<file path="config.mk">
export PLATFORM = sky130hd
export DESIGN_NAME = pgm_frame_writer_flat
export DESIGN_NICKNAME = d
export VERILOG_FILES = /design/src/rtl/pgm_frame_writer_if.sv /design/src/rtl/pgm_frame_writer.sv /design/src/flat_wrapper.sv
export SDC_FILE = /design/constraint.sdc
export NUM_CORES = 1
export LEC_CHECK = 0
export CAP_MARGIN = 5
export CORE_ASPECT_RATIO = 1.5
export CORE_MARGIN = 10
export CORE_UTILIZATION = 55
export DETAILED_ROUTE_END_ITERATION = 6
export PLACE_DENSITY = 0.86
export SYNTH_ARGS = -nofsm -noshare
export SYNTH_HDL_FRONTEND = slang
export SYNTH_SLANG_ARGS = --single-unit
</file>
<file path="constraint.sdc">
create_clock -name clock -period 3.5 [get_ports clock]
set_input_delay 0.35 -clock clock [delete_from_list [all_inputs] [get_ports clock]]
set_output_delay 0.35 -clock clock [all_outputs]
set_load 0.01 [all_outputs]
</file>
<file path="src/rtl/pgm_frame_writer_if.sv">
`default_nettype none
// ============================================================================
// Module      : pgm_frame_writer_if
// Description : Pixel-in / word-out handshake bundle for the PGM frame writer.
//               master : the frame writer itself (drives words, pix_ready)
//               slave  : the pixel source and word sink around it
// Revision    : 1.0 - initial release
// ============================================================================
interface pgm_frame_writer_if;
  logic [7:0]  pix_data;
  logic        pix_valid;
  logic        pix_ready;
  logic [31:0] out_data;
  logic        out_valid;
  logic        out_ready;
  logic        out_eol;
  logic        out_last;

  modport master (
    input  pix_data, pix_valid, out_ready,
    output pix_ready, out_data, out_valid, out_eol, out_last
  );

  modport slave (
    output pix_data, pix_valid, out_ready,
    input  pix_ready, out_data, out_valid, out_eol, out_last
  );
endinterface
`default_nettype wire

</file>
<file path="src/rtl/pgm_frame_writer.sv">
`default_nettype none
// ============================================================================
// Module      : pgm_frame_writer
// Description : Frames a raster 8-bit pixel stream as a PGM word stream:
//               header words (width, height, maxval), then pixels packed four
//               per 32-bit word, MSB-first.
//               Optional macro PGM_WRITER_CHECKSUM_EN appends a trailer word
//               holding the 32-bit sum of all pixels of the frame.
// Revision    : 1.0 - initial release
// ============================================================================
module pgm_frame_writer #(
  parameter int WIDTH  = 320,
  parameter int HEIGHT = 320,
  parameter int MAXVAL = 255
) (
  input  wire logic            clock,
  input  wire logic            reset,
  input  wire logic            start,
  pgm_frame_writer_if.master   bus,
  output logic                 busy,
  output logic                 frame_done
);

  localparam int c_COL_W = (WIDTH  > 1) ? $clog2(WIDTH)  : 1;
  localparam int c_ROW_W = (HEIGHT > 1) ? $clog2(HEIGHT) : 1;

  localparam logic [2:0] c_IDLE    = 3'd0;
  localparam logic [2:0] c_HDR_W   = 3'd1;
  localparam logic [2:0] c_HDR_H   = 3'd2;
  localparam logic [2:0] c_HDR_MAX = 3'd3;
  localparam logic [2:0] c_PIXELS  = 3'd4;
  localparam logic [2:0] c_DONE    = 3'd5;
`ifdef PGM_WRITER_CHECKSUM_EN
  localparam logic [2:0] c_TRAILER = 3'd6;
`endif

  logic [2:0]         r_state;
  logic [2:0]         w_state_nxt;
  logic [c_COL_W-1:0] r_col;
  logic [c_ROW_W-1:0] r_row;
  logic [1:0]         r_byte_cnt;
  logic [23:0]        r_pack;       // up to three earlier bytes of the word
  logic               r_pix_done;   // final pixel of the frame accepted
  logic [31:0]        r_out_data;
  logic               r_out_valid;
  logic               r_out_eol;
  logic               r_out_last;
  logic               r_frame_done;
`ifdef PGM_WRITER_CHECKSUM_EN
  logic [31:0]        r_sum;
`endif

  logic w_pix_ready;
  logic w_busy;
  logic w_pix_acc;
  logic w_out_hs;
  logic w_col_last;
  logic w_row_last;

  assign w_pix_acc  = w_pix_ready && bus.pix_valid;
  assign w_out_hs   = r_out_valid && bus.out_ready;
  assign w_col_last = (r_col == c_COL_W'(WIDTH - 1));
  assign w_row_last = (r_row == c_ROW_W'(HEIGHT - 1));

  // FSM state register
  always_ff @(posedge clock or negedge reset) begin
    if (!reset) r_state <= c_IDLE;
    else        r_state <= w_state_nxt;
  end

  // FSM next-state logic: every non-idle step waits for a word handshake
  always_comb begin
    w_state_nxt = r_state;
    case (r_state)
      c_IDLE:    if (start)    w_state_nxt = c_HDR_W;
      c_HDR_W:   if (w_out_hs) w_state_nxt = c_HDR_H;
      c_HDR_H:   if (w_out_hs) w_state_nxt = c_HDR_MAX;
      c_HDR_MAX: if (w_out_hs) w_state_nxt = c_PIXELS;
`ifdef PGM_WRITER_CHECKSUM_EN
      c_PIXELS:  if (w_out_hs && r_pix_done) w_state_nxt = c_TRAILER;
      c_TRAILER: if (w_out_hs) w_state_nxt = c_DONE;
`else
      c_PIXELS:  if (w_out_hs && r_pix_done) w_state_nxt = c_DONE;
`endif
      c_DONE:    w_state_nxt = c_IDLE;
      default:   w_state_nxt = c_IDLE;
    endcase
  end

  // FSM outputs: pixel back-pressure only blocks the byte that would complete
  // a word while the previous word is still unaccepted
  always_comb begin
    w_busy      = (r_state != c_IDLE);
    w_pix_ready = 1'b0;
    if (r_state == c_PIXELS && !r_pix_done)
      w_pix_ready = (r_byte_cnt != 2'd3) || !r_out_valid || bus.out_ready;
  end

  // Word datapath: header load, pixel packing, raster counters, word retire
  always_ff @(posedge clock or negedge reset) begin
    if (!reset) begin
      r_out_data   <= 32'd0;
      r_out_valid  <= 1'b0;
      r_out_eol    <= 1'b0;
      r_out_last   <= 1'b0;
      r_col        <= '0;
      r_row        <= '0;
      r_byte_cnt   <= 2'd0;
      r_pack       <= 24'd0;
      r_pix_done   <= 1'b0;
      r_frame_done <= 1'b0;
`ifdef PGM_WRITER_CHECKSUM_EN
      r_sum        <= 32'd0;
`endif
    end else begin
      r_frame_done <= (r_state == c_DONE);
      if (r_state == c_IDLE && start) begin
        r_out_data  <= 32'(WIDTH);
        r_out_valid <= 1'b1;
        r_out_eol   <= 1'b0;
        r_out_last  <= 1'b0;
        r_col       <= '0;
        r_row       <= '0;
        r_byte_cnt  <= 2'd0;
        r_pack      <= 24'd0;
        r_pix_done  <= 1'b0;
`ifdef PGM_WRITER_CHECKSUM_EN
        r_sum       <= 32'd0;
`endif
      end else if (r_state == c_HDR_W && w_out_hs) begin
        r_out_data <= 32'(HEIGHT);
      end else if (r_state == c_HDR_H && w_out_hs) begin
        r_out_data <= 32'(MAXVAL);
      end else if (w_pix_acc) begin
        r_pack     <= {r_pack[15:0], bus.pix_data};
        r_byte_cnt <= r_byte_cnt + 2'd1;
`ifdef PGM_WRITER_CHECKSUM_EN
        r_sum      <= r_sum + 32'(bus.pix_data);
`endif
        if (w_col_last) begin
          r_col <= '0;
          r_row <= w_row_last ? '0 : r_row + 1'b1;
        end else begin
          r_col <= r_col + 1'b1;
        end
        if (r_byte_cnt == 2'd3) begin
          r_out_data  <= {r_pack, bus.pix_data};
          r_out_valid <= 1'b1;
          r_out_eol   <= w_col_last;
`ifdef PGM_WRITER_CHECKSUM_EN
          r_out_last  <= 1'b0;
`else
          r_out_last  <= w_col_last && w_row_last;
`endif
          if (w_col_last && w_row_last) r_pix_done <= 1'b1;
        end else if (w_out_hs) begin
          r_out_valid <= 1'b0;
          r_out_eol   <= 1'b0;
          r_out_last  <= 1'b0;
        end
      end else if (w_out_hs) begin
`ifdef PGM_WRITER_CHECKSUM_EN
        if (r_state == c_PIXELS && r_pix_done) begin
          r_out_data  <= r_sum;
          r_out_valid <= 1'b1;
          r_out_eol   <= 1'b0;
          r_out_last  <= 1'b1;
        end else begin
          r_out_valid <= 1'b0;
          r_out_eol   <= 1'b0;
          r_out_last  <= 1'b0;
        end
`else
        r_out_valid <= 1'b0;
        r_out_eol   <= 1'b0;
        r_out_last  <= 1'b0;
`endif
      end
    end
  end

  assign bus.pix_ready = w_pix_ready;
  assign bus.out_data  = r_out_data;
  assign bus.out_valid = r_out_valid;
  assign bus.out_eol   = r_out_eol;
  assign bus.out_last  = r_out_last;
  assign busy          = w_busy;
  assign frame_done    = r_frame_done;

endmodule
`default_nettype wire
</file>
<file path="src/flat_wrapper.sv">
// flat-port wrapper written by rule: the top's interface ports become plain ports
module pgm_frame_writer_flat 
#(
  parameter int WIDTH  = 320,
  parameter int HEIGHT = 320,
  parameter int MAXVAL = 255
)
  (clock, reset, start, busy, frame_done, bus_pix_data, bus_pix_valid, bus_out_ready, bus_pix_ready, bus_out_data, bus_out_valid, bus_out_eol, bus_out_last);
  pgm_frame_writer_if bus_i ();
  input  wire logic clock;
  input  wire logic reset;
  input  wire logic start;
  output logic busy;
  output logic frame_done;
  input wire logic [$bits(bus_i.pix_data)-1:0] bus_pix_data;
  input wire logic [$bits(bus_i.pix_valid)-1:0] bus_pix_valid;
  input wire logic [$bits(bus_i.out_ready)-1:0] bus_out_ready;
  output wire logic [$bits(bus_i.pix_ready)-1:0] bus_pix_ready;
  output wire logic [$bits(bus_i.out_data)-1:0] bus_out_data;
  output wire logic [$bits(bus_i.out_valid)-1:0] bus_out_valid;
  output wire logic [$bits(bus_i.out_eol)-1:0] bus_out_eol;
  output wire logic [$bits(bus_i.out_last)-1:0] bus_out_last;
  assign bus_i.pix_data = bus_pix_data;
  assign bus_i.pix_valid = bus_pix_valid;
  assign bus_i.out_ready = bus_out_ready;
  assign bus_pix_ready = bus_i.pix_ready;
  assign bus_out_data = bus_i.out_data;
  assign bus_out_valid = bus_i.out_valid;
  assign bus_out_eol = bus_i.out_eol;
  assign bus_out_last = bus_i.out_last;
  pgm_frame_writer #(.WIDTH(WIDTH), .HEIGHT(HEIGHT), .MAXVAL(MAXVAL)) u_core (.clock(clock), .reset(reset), .start(start), .bus(bus_i), .busy(busy), .frame_done(frame_done));
endmodule
</file>
==> reports/metrics.yaml, run 1 <==
global_routing:
  grt_first_pass_wirelength_um: 14100
  total_gr_overflow: 0
  grt_antenna_before_repair: 0
  gr-usage-all-layers: 0.163
  number_of_global_route_vias_before_repair: 3021
  grt_start_max_net_pins: 85
logic_synthesis:
  synthesis.yosys.warnings: 0
  synth_ff_type: "sky130_fd_sc_hd__dfrtp_1"
  synth_enable_flop_cells: 0
  synth-async-reset-ratio: 1.00
  synth_largest_area_cell: "sky130_fd_sc_hd__dfrtp_1"
  ys_types: 42
  synth.yosys.seq_area_share: 0.554
  yosys_top_cell_area_share: 0.554
  syn_nets: 432
  synth_most_common_cell: "sky130_fd_sc_hd__nand2_1"
  yosys-top-cells-count: "sky130_fd_sc_hd__nand2_1, sky130_fd_sc_hd__dfrtp_1, sky130_fd_sc_hd__o21ai_0, sky130_fd_sc_hd__nand3_1"
  synthesized_netlist_cell_count: 416
  netlist_top_cells_area: "sky130_fd_sc_hd__dfrtp_1, sky130_fd_sc_hd__nand2_1, sky130_fd_sc_hd__o21ai_0"
  synth.cell_area_um2: 3790
  synth_seq_cells: 84
  synthesis.area_per_instance_um2: 9.12
setup_path:
  r2r-start: "u_core.r_state[2]"
  type_of_the_worst_setup_path: "register to register"
  crit_arrival_ps: 2790
  endpoint_kind: "register"
  worst_r2r_path_depth: 5
  critPathRequiredTime_ps: 3720
  regToRegEndpoint: "u_core.r_row[6]"
  critical_path.max_fanout: 14
  worst_setup_slack_for_register_to_register_paths_ps: 920
  worst_setup_path_start_kind: "register"
clocking:
  tritoncts: "done"
  clk_latency_ps: 350
  numCtsBuffers: 9
  clock_sink_count: 84
  clock_tree.buffer_depth: 2
  cts_resizes: 0
  cts_root_buffer: "sky130_fd_sc_hd__clkbuf_8"
  cts_htree_levels: 3
  clk_transition_reported_paths_ps: 90
  post-cts-setup-buffer-count: 0
  cts_hold_buffers: 0
routing:
  vias: 3075
  drc_errors: 0
  top_layer_used: "met4"
  dr.first_iter.drc_count: 227
  drt_wl_total_um: 8420
  detail_route.wirelength.met1_um: 3380
  post_drt_wl_per_cell_um: 15.6
  ant_nets: 0
  via_per_inst: 5.71
  drtPass1Iterations: 4
  dr_wl_met2_um: 4410
  met3_length_um: 487
pwr:
  max-vdd-ir-drop_mv: 0.494
  total_power_mw: 2.42
  power_density_nw_per_um2: 535
  leakage_nw: 1.99
timing:
  period_minus_slack_ps: 2580
  max_slew.worst_pin.slew_ps: 1020
  timing.fmax_ghz: 0.388
  max-slew-margin-rel: 0.321
  grt_setup_unrepaired: "false"
  finalSetupViolCount: 0
  fin_setup_tns_ps: 0
  fin_hold_ws_ps: 163
  final_max_slew_viol_count: 0
  finalClockSkew_ps: 10.5
  finalHoldViolCount: 0
  post-route-period-util: 0.736
place:
  detailedPlacementHpwl_um: 5800
  io_buffers: 50
  place.gp.congestion: 0.893
run:
  cap_violations: 0
status:
  run_status: "finished clean"
floorplanning:
  core_area_um2: 6810
  placement_rows: 37
  die_x_um: 87.8
  i_o_pin_total: 51
  design.die.area_um2: 10700
  start_util: 0.557
  die_h_um: 122
finish:
  n_antenna_cell: 0
  layout-drive-gt1-share: 0.0672
  final_core_util: 0.665
  final_nets: 473
  syn2layout_area_growth_pct: 19.2
worst_hold_path:
  worstHoldPathType: "primary input to asynchronous set/reset pin"
## cell type report
type | count | area (um2)
clock buffer | 9 | 124
clock inverter | 6 | 66.3
fill | 552 | 2280
inverter | 9 | 33.8
multi-input combinational | 299 | 1570
sequential | 84 | 2100
tap | 78 | 97.6
timing repair buffer | 54 | 528
## metal layers
layer / GRT usage / vias up
li1: - / 1504
met1: 0.182 / 1492
met2: 0.285 / 65
met3: 0.0481 / 14
met4: 0.0590 / 0
met5: 0 / -
## worst max-delay path by stage
stage                      startpoint              end  slack [ps]  depth (start not counted)
floorplan             u_core.r_col[0]  u_core.r_row[6]        1460                          7
global placement                start  u_core.r_row[3]        1000                          6
detailed placement              start  u_core.r_row[3]         880                          6
CTS                 u_core.r_state[2]  u_core.r_row[6]         940                          5
global route        u_core.r_state[2]  u_core.r_row[6]         780                          5
finish              u_core.r_state[2]  u_core.r_row[6]         920                          5
## through the flow
stage	instances	area (um2)	setup slack, ps
detailed placement	524	4330	879
global placement	524	4330	1000
finish	539	4520	922
CTS	539	4520	937
floorplan	416	3790	1460
global route	539	4520	782
## critical path, cell delays in order (launching register included)
cell and delay, ps:
sky130_fd_sc_hd__dfrtp_1 600, sky130_fd_sc_hd__nor4b_2 450, sky130_fd_sc_hd__nand3_1 490, sky130_fd_sc_hd__or4_4 700, sky130_fd_sc_hd__nand3_1 110, sky130_fd_sc_hd__o31ai_2 80
## power by group
group | switching (mW) | internal (mW)
Clock | 0.341 | 0.325
Sequential | 0.110 | 1.06
Combinational | 0.345 | 0.238
## flip-flops by register name, indices dropped and copies added (netlist names), 2 cells and up
signal	count
u_core.r_col	9
u_core.r_pack	24
u_core.r_state	3
u_core.r_row	9
u_core.bus.out_data	32
u_core.r_byte_cnt	2
## placed cells by master, fill, tap and decap left out, types with 2 or more instances in the layout
master,count
sky130_fd_sc_hd__a21oi_1,19
sky130_fd_sc_hd__a31oi_1,4
sky130_fd_sc_hd__and3_1,4
sky130_fd_sc_hd__buf_4,5
sky130_fd_sc_hd__clkbuf_8,9
sky130_fd_sc_hd__clkdlybuf4s50_1,49
sky130_fd_sc_hd__clkinvlp_4,3
sky130_fd_sc_hd__dfrtp_1,84
sky130_fd_sc_hd__ha_1,3
sky130_fd_sc_hd__inv_1,9
sky130_fd_sc_hd__mux2i_1,5
sky130_fd_sc_hd__nand2_1,110
sky130_fd_sc_hd__nand2b_1,8
sky130_fd_sc_hd__nand3_1,27
sky130_fd_sc_hd__nand3b_1,4
sky130_fd_sc_hd__nand4_1,5
sky130_fd_sc_hd__nor2_1,19
sky130_fd_sc_hd__nor2b_1,3
sky130_fd_sc_hd__nor3_1,5
sky130_fd_sc_hd__nor3b_1,2
sky130_fd_sc_hd__nor4_1,2
sky130_fd_sc_hd__o211ai_1,7
sky130_fd_sc_hd__o21ai_0,46
sky130_fd_sc_hd__o41ai_1,2
sky130_fd_sc_hd__or3_1,2
sky130_fd_sc_hd__or4_1,2
sky130_fd_sc_hd__xnor2_1,3
## kinds of logic (layout without fill, tap and decap cells)
logic type	count (synthesis)	count (layout)	share of synthesized area
compound gates	82	82	0.121
mux	5	5	0.0132
buf+inv	33	78	0.0356
xor+xnor	4	4	0.00924
flops	84	84	0.554
fa+ha+maj	3	3	0.00990
simple gates	205	205	0.257
(Power assumes the default switching activity.)
==> run 2: changes to the inputs <==
clock period = 2.5 ns   (was 3.5 ns; I/O delays follow)
==> run 2 against run 1 <==
Net effect: power up 42%; sequential share of layout area down 0.93 points; critical path depth down 2; via count up 2.1%; die area unchanged; clock power up 36%; core utilization up 1.4 points.
==> reports/metrics.yaml, run 2 (synthesis gave the netlist of run 1 again) <==
place:
  detailed_place.area_um2: 4430  # was 4330 um2
  io_buffers: 50  # unchanged
  place.gp.congestion: 0.858  # was 0.893
  detailedPlacementHpwl_um: 5960  # was 5800 um
timing:
  fin_setup_tns_ps: 0  # unchanged
  finalSetupViolCount: 0  # unchanged
  grt_setup_unrepaired: "false"  # unchanged
  timing.fmax_ghz: 0.441
  fin_hold_ws_ps: 426  # was 163 ps
  final_max_slew_viol_count: 0  # unchanged
  max-slew-margin-rel: 0.539  # was 0.321
  finalHoldViolCount: 0  # unchanged
  post-route-period-util: 0.907
  max_slew.worst_pin.slew_ps: 684  # was 1020 ps
  finalClockSkew_ps: 8.90  # was 10.5 ps
  period_minus_slack_ps: 2270
clocking:
  cts_hold_buffers: 1  # was 0
  clk_latency_ps: 350  # about the same
  cts_root_buffer: "sky130_fd_sc_hd__clkbuf_8"  # unchanged
  clock_tree.buffer_depth: 2  # unchanged
  cts_resizes: 0  # unchanged
  tritoncts: "done"  # unchanged
  clk_transition_reported_paths_ps: 80  # was 90 ps
  cts_htree_levels: 3  # unchanged
  post-cts-setup-buffer-count: 0  # unchanged
  numCtsBuffers: 9  # unchanged
  clock_sink_count: 84  # unchanged
finish:
  final_nets: 485  # was 473
  layout.cells.most_common_list: "sky130_fd_sc_hd__nand2_1, sky130_fd_sc_hd__dfrtp_1, sky130_fd_sc_hd__clkdlybuf4s50_1, sky130_fd_sc_hd__o21ai_0, sky130_fd_sc_hd__nand3_1"  # unchanged
  syn2layout_area_growth_pct: 21.7  # was 19.2%
  final_core_util: 0.678  # was 0.665
  largest_register_ffs: 32  # unchanged
  layout-drive-gt1-share: 0.0849  # was 0.0672
  n_antenna_cell: 0  # unchanged
  layout_commonest_cell: "sky130_fd_sc_hd__nand2_1"  # unchanged
  num-fill-cells: 523  # was 552
  finalInstanceArea_um2: 4620  # was 4520 um2
routing:
  drt_wl_total_um: 8560  # was 8420 um
  top_layer_used: "met4"  # unchanged
  drc_errors: 0  # unchanged
  drtPass1Iterations: 5  # was 4
  ant_nets: 0  # unchanged
  post_drt_wl_per_cell_um: 15.6  # about the same
  detail_route.wirelength.met1_um: 3450  # was 3380 um
  met3_length_um: 355  # was 487 um
  dr_wl_met2_um: 4650  # was 4410 um
  dr.first_iter.drc_count: 168  # was 227
  vias: 3140  # was 3075
  via_per_inst: 5.72  # was 5.71
setup_path:
  worst_setup_path_start_kind: "register"  # unchanged
  critical_path.max_fanout: 5  # was 14
  critical_path.slowest_cell: "sky130_fd_sc_hd__nor4b_2"  # was sky130_fd_sc_hd__or4_4
  critical-path-max-stage-delay_ps: 530  # was 700 ps
  crit_arrival_ps: 2020  # was 2790 ps
  crit_path_cell_trace: "nor4b_2, and2_1, clkdlybuf4s50_1"  # was nor4b_2, nand3_1, or4_4, nand3_1, o31ai_2
  critPathRequiredTime_ps: 2250  # was 3720 ps
  type_of_the_worst_setup_path: "register to output port"  # was register to register
  endpoint_kind: "output port"  # was register
pwr:
  power_density_nw_per_um2: 743  # was 535 nW/um2
  register_share_of_total_power: 0.459  # was 0.483
  power.net_switching_mw: 1.08  # was 0.796 mW
  switching_share: 0.315  # was 0.329
  max-vdd-ir-drop_mv: 0.806  # was 0.494 mV
  clockPowerShare: 0.264  # was 0.276
  internal_power_mw: 2.35  # was 1.62 mW
  leakage_nw: 2.06  # was 1.99 nW
  pwr-share-comb: 0.277  # was 0.241
floorplanning:
  placement_rows: 37  # unchanged
  die_h_um: 122  # unchanged
  design.die.area_um2: 10700  # unchanged
  core_area_um2: 6810  # unchanged
  start_util: 0.557  # unchanged
  die_x_um: 87.8  # unchanged
  i_o_pin_total: 51  # unchanged
run:
  cap_violations: 0  # unchanged
global_routing:
  number_of_global_route_vias_before_repair: 3092  # was 3021
  gr-usage-all-layers: 0.167  # was 0.163
  grt_start_max_net_pins: 45  # was 85
  total_gr_overflow: 0  # unchanged
  grt_antenna_before_repair: 0  # unchanged
  grt_first_pass_wirelength_um: 14300  # was 14100 um
status:
  run_status: "finished clean"  # unchanged
worst_hold_path:
  worstHoldPathType: "primary input to asynchronous set/reset pin"  # unchanged
[run 2: final cells by class]
cell class              count  area [um2]  share of cell area
inverters                   9        33.8             0.00732
multi-input cells         299        1570               0.340
clock buffers              10         138              0.0298
clock inverters             3        40.0             0.00867
flip-flops and latches     84        2100               0.455
well taps                  78        97.6              0.0211
repair buffers             66         633               0.137
[run 2: critical path: cells and delay by family (launching register included)]
family,cells,cell delay [ps]
buffers and inverters,1,530
AND/OR/NAND/NOR,2,740
flip-flops,1,400
[run 2: metal layers]
metal / track usage / up-vias
met2: 0.292 / 55
li1: - / 1516
met5: 0 / -
met1: 0.191 / 1562
met3: 0.0421 / 7
met4: 0.0580 / 0
[run 2: worst paths after layout]
kind,slack (ps),cells after the start,from,to
worst min-delay path,430,2,reset,u_core.bus.out_data[10]
worst min register to register,490,2,u_core.r_pack[18],u_core.bus.out_data[26]
worst max-delay path,230,3,u_core.r_state[1],bus_pix_ready
max in group asynchronous,1440,3,reset,u_core.r_col[6]
worst max register to register,260,6,u_core.r_col[0],u_core.r_row[6]
min in group clock,490,2,u_core.r_pack[18],u_core.bus.out_data[26]
[run 2: per-stage QoR]
step / std cells / setup slack [ps] / total power, mW
detailed placement: 535 / 291 / 2.55
global placement: 535 / 370 / 2.52
floorplan: 416 / 463 / 2.13
global route: 549 / 83.1 / 3.62
finish: 549 / 232 / 3.43
CTS: 549 / 222 / 3.46
[run 2: power groups by stage]
stage / registers (mW) / logic, mW / clock network (mW)
final: 1.57 / 0.952 / 0.907
after global placement: 1.59 / 0.928 / 0
after floorplan: 1.62 / 0.502 / 0
after global routing: 1.59 / 1.05 / 0.985
after detailed placement: 1.60 / 0.952 / 0
after CTS: 1.57 / 0.959 / 0.928
